## config.mk

```make
export PLATFORM = sky130hd
export DESIGN_NAME = bus_read_mux
export DESIGN_NICKNAME = d
export VERILOG_FILES = /design/src/rtl/bus_read_mux.sv
export SDC_FILE = /design/constraint.sdc
export NUM_CORES = 1
export LEC_CHECK = 0
export CAP_MARGIN = 20
export CORE_MARGIN = 10
export CORE_UTILIZATION = 38
export CTS_CLUSTER_SIZE = 8
export DETAILED_ROUTE_END_ITERATION = 8
export HOLD_SLACK_MARGIN = 0.02
export PLACE_DENSITY = 0.89
export SLEW_MARGIN = 20
export SYNTH_ARGS = -nofsm -noshare
export SYNTH_HDL_FRONTEND = slang
export SYNTH_SLANG_ARGS = --single-unit
```

## constraint.sdc

```tcl
create_clock -name clk -period 5.55 [get_ports clk]
set_input_delay 1.665 -clock clk [delete_from_list [all_inputs] [get_ports clk]]
set_output_delay 1.665 -clock clk [all_outputs]
set_load 0.05 [all_outputs]
```

## src/rtl/bus_read_mux.sv

```systemverilog
// bus_read_mux: registered read-data mux with chip-select decode and per-read timeout.
// Optional BUS_READ_MUX_MULTIHIT_ERR_EN turns multiple low chip selects into a decode error.
module bus_read_mux #(
    parameter int NUM_SLV = 4,
    parameter int DW      = 32,
    parameter int TIMEOUT = 16
) (
    input  logic                  clk,
    input  logic                  rst,
    input  logic                  rd_en,
    input  logic [NUM_SLV-1:0]    cs_n,
    input  logic [NUM_SLV*DW-1:0] slv_rdata,
    input  logic [NUM_SLV-1:0]    slv_ready,
    output logic [DW-1:0]         read_data,
    output logic                  read_valid,
    output logic                  read_err,
    output logic                  busy
);
    localparam int CW = $clog2(TIMEOUT + 1);
    localparam int SW = $clog2(NUM_SLV);

    typedef enum logic [1:0] {IDLE, WAIT, RESP} state_t;

    state_t          state, nxt;
    logic [SW-1:0]   sel, low_sel;
    logic [CW-1:0]   cnt;
    logic            err, dec_err, rdy, tmo;
    logic [DW-1:0]   sel_data;

    always_comb begin
        low_sel = '0;
        for (int i = NUM_SLV - 1; i >= 0; i--)
            if (!cs_n[i]) low_sel = SW'(i);
    end

`ifdef BUS_READ_MUX_MULTIHIT_ERR_EN
    logic [NUM_SLV-1:0] cs_lo;
    assign cs_lo   = ~cs_n;
    // x & (x-1) is nonzero exactly when more than one bit is set
    assign dec_err = (&cs_n) | (|(cs_lo & (cs_lo - NUM_SLV'(1))));
`else
    assign dec_err = &cs_n;
`endif

    assign rdy      = slv_ready[sel];
    assign sel_data = slv_rdata[sel*DW +: DW];
    assign tmo      = cnt == CW'(TIMEOUT - 1);

    always_ff @(posedge clk or posedge rst) begin
        if (rst) state <= IDLE;
        else     state <= nxt;
    end

    always_comb begin
        nxt = (state == IDLE) ? (rd_en ? (dec_err ? RESP : WAIT) : IDLE) :
              (state == WAIT) ? ((rdy || tmo) ? RESP : WAIT) :
                                IDLE;
    end

    always_comb begin
        read_valid = state == RESP;
        read_err   = (state == RESP) && err;
        busy       = state != IDLE;
    end

    always_ff @(posedge clk or posedge rst) begin
        if (rst) begin
            sel       <= '0;
            cnt       <= '0;
            err       <= 1'b0;
            read_data <= '0;
        end else begin
            case (state)
                IDLE: if (rd_en) begin
                    if (dec_err) begin
                        read_data <= '0;
                        err       <= 1'b1;
                    end else begin
                        sel <= low_sel;
                        cnt <= '0;
                    end
                end
                WAIT: if (rdy) begin
                    read_data <= sel_data;
                    err       <= 1'b0;
                end else begin
                    cnt <= cnt + CW'(1);
                    if (tmo) begin
                        read_data <= '0;
                        err       <= 1'b1;
                    end
                end
                default: ;
            endcase
        end
    end
endmodule

```

==> flow_metrics.py, run 1 <==
metrics = {
    "min_path": {
        "hold_path.class": "reg -> reg",
    },
    "critical_path": {
        "worst-r2r-cell-count": 3,
        "slowest_delay_ps": 810,
        "critical_path_class": "reg -> out",
        "r2r_slack_ps": 3460,
        "startpoint_type": "register",
        "crit_slowest_cell": "clkdlybuf4s50_1",
        "path_buf_inv": 1,
        "timing.critical_path.to": "read_err",
        "cp_data_required_time_ps": 3880,
        "crit_start": "state[1]",
        "cp_max_fo": 6,
        "r2r_start": "state[0]",
        "arrival_ps": 1850,
        "critPathTopFamily": "buffers and inverters",
        "crit_path_end_kind": "output pin",
        "crit_chain": "nor2b_1, and2_1, clkdlybuf4s50_1",
        "r2r-end": "read_data[19]",
        "worst-path-stages": 3,
    },
    "route": {
        "num_vias": 2375,
        "drtIter0Drc": 65,
        "ant_nets": 0,
        "drt_wl_total_mm": 9.06,
        "first_pass_iters": 4,
        "route.detailed.drc": 0,
        "wl_per_cell_um": 21.8,
        "vias_per_cell": 5.72,
    },
    "power_and_ir_drop": {
        "ir_worst_vdd_mv": 0.266,
        "p_leak_uw": 0.00165,
        "power.internal_uw": 1190,
        "combPwrFrac_pct": 66.8,
        "swShare_pct": 45.8,
        "p_per_area_nw_per_um2": 507,
        "p_seq_share_pct": 24.4,
        "clkPwrFrac_pct": 8.8,
        "power.switching_uw": 1010,
    },
    "status": {
        "status": "complete, no violations",
    },
    "sta": {
        "rsz0062_at_grt": "no",
        "maxSlewHeadroom_pct": 42.3,
        "maxSlewViolCount": 0,
        "final-hold-violation-count": 0,
        "fin_crit_ps": 3520,
        "tightest_slew_ps": 865,
        "hold_ws_ps": 523,
        "fin_setup_tns_ps": 0,
        "fmax_ghz": 0.284,
        "finalClockSkew_ps": 10.0,
        "setup_violations": 0,
        "period_share_pct": 63.3,
    },
    "floorplanning": {
        "io_pins": 174,
        "core_area_um2": 6420,
        "die_area_um2": 10300,
        "start_util_pct": 39.4,
        "die_w_um": 102,
        "rows": 29,
        "die-height_um": 102,
    },
    "clock_tree": {
        "cts.sinks": 42,
        "post_cts_buffers": 0,
        "post_cts_resized": 0,
        "clock_path_buffers": 2,
        "cts_hold_buf": 0,
        "cts_tree": "yes",
        "htree_levels": 2,
        "root_buffer": "clkbuf_8",
        "cts_buffers": 5,
        "clkLatencyLatePin_ps": 290,
        "clk_pin_slew_ps": 90,
    },
    "placed_design": {
        "io_buffers": 173,
        "place_congestion": 0.807,
        "dp_hpwl_mm": 7.31,
    },
    "finish": {
        "nNetsFinal": 478,
        "syn_to_final_growth_pct": 72.1,
        "antenna_cells": 0,
        "drive_above_1_share_pct": 15.1,
    },
    "logic_synthesis": {
        "synth_top_family_by_area": "multiplexers",
        "synth-xor-area-share_pct": 0,
        "netlist-cell-type-count": 29,
        "synth_fp_nets": 314,
        "yosys.area.top_type": "dfrtp_1",
        "synthAdderAreaFrac_pct": 0.990,
        "ys_seq_elements": 42,
        "synth-simple-area-share_pct": 5.15,
        "ys_warn_count": 0,
        "synth_top_cell_area_share_pct": 41.6,
        "synthMuxAreaShare_pct": 29.8,
        "ys_seq_area_share_pct": 41.6,
        "netlist_instances": 173,
        "syn-cell-area_um2": 2530,
        "synth_compound_area_share_pct": 16.8,
        "avgSynthCellArea_um2": 14.6,
        "synth_area_leaders": "dfrtp_1, mux4_2, a32o_1",
    },
    "grt": {
        "track_usage_pct": 17.5,
        "grt_pass1_vias": 2779,
        "grt_start_max_net_pins": 43,
        "grt_pass1_wl_mm": 14.1,
        "overflow": 0,
        "antenna_found_initial": 0,
    },
    "flow_run": {
        "cap_violations": 0,
    },
}
Yosys cell counts (all sizes together):
cell and n:
mux4 33, ha 2, or2 1, or3b 1
a32o 33, nor3b 1, buf 11, o221ai 2
mux2i 1, nand3 2, and2 2, o211ai 1
or4 1, nor2b 2, nand2 4, o22ai 1
dfrtp 42, nand2b 5, clkbuf 8, o21ai 6
nor2 1, and4 1, a21oi 6, inv 5
and3 1
per-stage QoR:
stage               power, uW  cell area, um2  utilization (%)  cells  setup WS (ps)
floorplan                1590            2530                -    173           2220
global placement         1990            4260             66.3    407           1550
detailed placement       2030            4260             66.3    407           1460
CTS                      2230            4350             67.7    415           1760
global route             2330            4350             67.7    415           1890
finish                   2200            4350             67.7    415           2030
area by class of cell:
class                           instances  area (um2)
Fill cell                             489        2070
Timing Repair Buffer                  176        1750
Multi-Input combinational cell        107        1340
Sequential cell                        42        1050
Tap cell                               77        96.3
Clock buffer                            5        68.8
Clock inverter                          3        21.3
Inverter                                5        18.8
power by group through the flow:
stage          combinational [uW]  sequential [uW]  clock (uW)
2_1_floorplan                 702              889           0
3_3_place_gp                 1460              533           0
3_5_place_dp                 1490              542           0
4_1_cts                      1490              537         200
5_1_grt                      1560              557         215
6_report                     1470              538         194
how the worst min path moves through the flow:
stage	startpoint	to	slack, ps	cells after the start
floorplan	cnt[0]	cnt[0]	480	1
global placement	cnt[0]	cnt[0]	500	1
detailed placement	cnt[0]	cnt[0]	510	1
CTS	cnt[0]	cnt[0]	520	1
global route	cnt[0]	cnt[0]	550	1
finish	cnt[0]	cnt[0]	520	1
cell usage in the layout, fill, tap and decap left out, types with 2 or more instances in the layout:
cell type | Yosys | routed
clkdlybuf4s50_1 | 0 | 173
dfrtp_1 | 42 | 41
mux4_2 | 33 | 33
a32o_1 | 33 | 33
a21oi_1 | 6 | 6
nand2b_1 | 5 | 5
clkbuf_8 | 0 | 5
o21ai_1 | 4 | 4
inv_1 | 5 | 4
nand2_1 | 4 | 3
buf_4 | 3 | 3
nor2b_1 | 2 | 2
o221ai_1 | 2 | 2
nand3_1 | 2 | 2
ha_1 | 2 | 2
layer usage:
layer | up-vias | routed length [um] | GRT usage [%] | part of all wire (%)
li1 | 1058 | - | - | -
met1 | 1193 | 3060 | 16.9 | 34
met2 | 112 | 4870 | 32.0 | 54
met3 | 12 | 944 | 8.37 | 10
met4 | 0 | 178 | 5.83 | 2.0
met5 | - | 0 | 0 | 0
state kept, by name, indices dropped and copies added, names as in the netlist:
register and cells:
cnt 5, read_data 32, state 2, sel 2, err 1
logic make-up (layout without fill, tap and decap cells):
group,after synthesis,in the layout
and+or+nand+nor,22,22
AOI/OAI and AO/OA,49,49
DFF,42,42
muxes,34,34
adders and majority gates,2,2
buffers and inverters,24,189
Power figures use the tool's default switching activity.
==> run 2: changes to the inputs <==
Settings changed: CORE_UTILIZATION 38 to 32, PLACE_DENSITY 0.89 to 0.8.
Clock period 5.55 ns to 2.8 ns, I/O delays scaled along.
==> flow_metrics.py, run 2 (synthesis gave the netlist of run 1 again) <==
metrics = {
    "grt": {
        "grt_pass1_wl_mm": 14.9,
        "grt_pass1_vias": 2834,
        "track_usage_pct": 16.2,
        "grt_start_max_net_pins": 35,
        "overflow": 0,
        "antenna_found_initial": 0,
    },
    "placed_design": {
        "dp_hpwl_mm": 7.94,
        "place_congestion": 0.896,
        "io_buffers": 173,
    },
    "power_and_ir_drop": {
        "p_leak_uw": 0.00167,
        "p_per_area_nw_per_um2": 1000,
        "ir_worst_vdd_mv": 0.467,
    },
    "sta": {
        "period_share_pct": 96.2,
        "tightest_slew_ps": 616,
        "maxSlewHeadroom_pct": 58.7,
        "fmax_ghz": 0.371,
        "setup_violations": 0,
        "rsz0062_at_grt": "no",
        "final-hold-violation-count": 0,
        "fin_setup_tns_ps": 0,
        "maxSlewViolCount": 0,
        "finalClockSkew_ps": 1.40,
        "fin_crit_ps": 2690,
    },
    "critical_path": {
        "arrival_ps": 1850,
        "cp_max_fo": 6,
        "startpoint_type": "register",
        "crit_path_end_kind": "output pin",
        "cp_data_required_time_ps": 1960,
        "critical_path_class": "reg -> out",
    },
    "clock_tree": {
        "post_cts_buffers": 0,
        "clk_pin_slew_ps": 70,
        "cts_tree": "yes",
        "post_cts_resized": 0,
        "htree_levels": 2,
        "clock_path_buffers": 2,
        "root_buffer": "clkbuf_8",
        "cts_buffers": 5,
        "cts_hold_buf": 0,
        "clkLatencyLatePin_ps": 280,
        "cts.sinks": 42,
    },
    "finish": {
        "nFillCells": 629,
        "largest_register": "read_data",
        "drive_above_1_share_pct": 14.4,
        "largestRegisters": "read_data: 32 flops, cnt: 5 flops",
        "largest_reg_flops": 32,
        "multi_input_comb_area_um2": 1330,
        "final_common_cell": "clkdlybuf4s50_1",
        "syn_to_final_growth_pct": 75.3,
        "area.sequential_um2": 1050,
        "antenna_cells": 0,
        "nNetsFinal": 482,
        "final_core_util_pct": 57.6,
        "layout_common_cells": "clkdlybuf4s50_1, dfrtp_1, mux4_2, a32o_1, a21oi_1",
    },
    "route": {
        "num_vias": 2380,
        "drt_wl_total_mm": 9.62,
        "drtIter0Drc": 106,
        "route.detailed.drc": 0,
        "wl_per_cell_um": 21.7,
        "ant_nets": 0,
        "first_pass_iters": 4,
        "vias_per_cell": 5.37,
    },
    "floorplanning": {
        "die-height_um": 109,
        "rows": 32,
        "start_util_pct": 32.9,
        "die_w_um": 109,
        "die_area_um2": 11900,
        "io_pins": 174,
        "core_area_um2": 7690,
    },
    "flow_run": {
        "cap_violations": 0,
    },
    "status": {
        "status": "complete, no violations",
    },
    "min_path": {
        "hold_path.class": "reg -> reg",
    },
}
[run 2: cell count changes in the layout (fill, tap and decap cells not counted), sizes merged]
cell      delta
clkbuf       +2
clkinv       -1
inv          -1
clkinvlp     -1
buf          +4
[run 2: layout make-up]
type | count | share of cell area [%]
Sequential cell | 42 | 23.8
Tap cell | 102 | 2.88
Multi-Input combinational cell | 107 | 30.1
Timing Repair Buffer | 180 | 41.1
Inverter | 5 | 0.424
Clock buffer | 7 | 1.72
[run 2: path summary, 6_finish.rpt]
path	depth (start not counted)	start	slack [ps]	to
setup / recovery	3	state[1]	110	read_err
hold / removal	1	cnt[0]	510	cnt[0]
setup reg to reg	4	sel[0]	800	read_data[11]
hold reg to reg	1	cnt[0]	510	cnt[0]
max in group asynchronous	3	rst	1430	sel[0]
min in group asynchronous	2	rst	860	read_data[8]
[run 2: critical path: stages (launching register included)]
cell	delay, ps
dfrtp_1	420
nor2b_1	200
and2_1	140
clkdlybuf4s50_1	810
[run 2: stage by stage]
step	hold WS [ps]	cells	total power [uW]	cell area (um2)	setup WS, ps
global placement	497	436	4060	4350	218
global route	537	443	4680	4430	33.8
CTS	511	443	4500	4430	79.4
detailed placement	501	436	4130	4350	165
floorplan	478	173	3150	2530	294
finish	508	443	4430	4430	105
[run 2: metal layers]
metal  routed length [um]  global-route usage, %  vias up
met1                 3350                   16.7     1218
li1                     -                      -     1064
met4                   68                   3.67        0
met2                 5340                   29.7       94
met5                    0                      0        -
met3                  857                   6.90        4
[run 2: where the power goes]
part	switching (uW)	total, uW	internal, uW	leakage [uW]
registers	205	1090	884	0.000532
clock network	189	361	172	0.0000383
logic	1620	2980	1360	0.00110
total	2010	4430	2420	0.00167
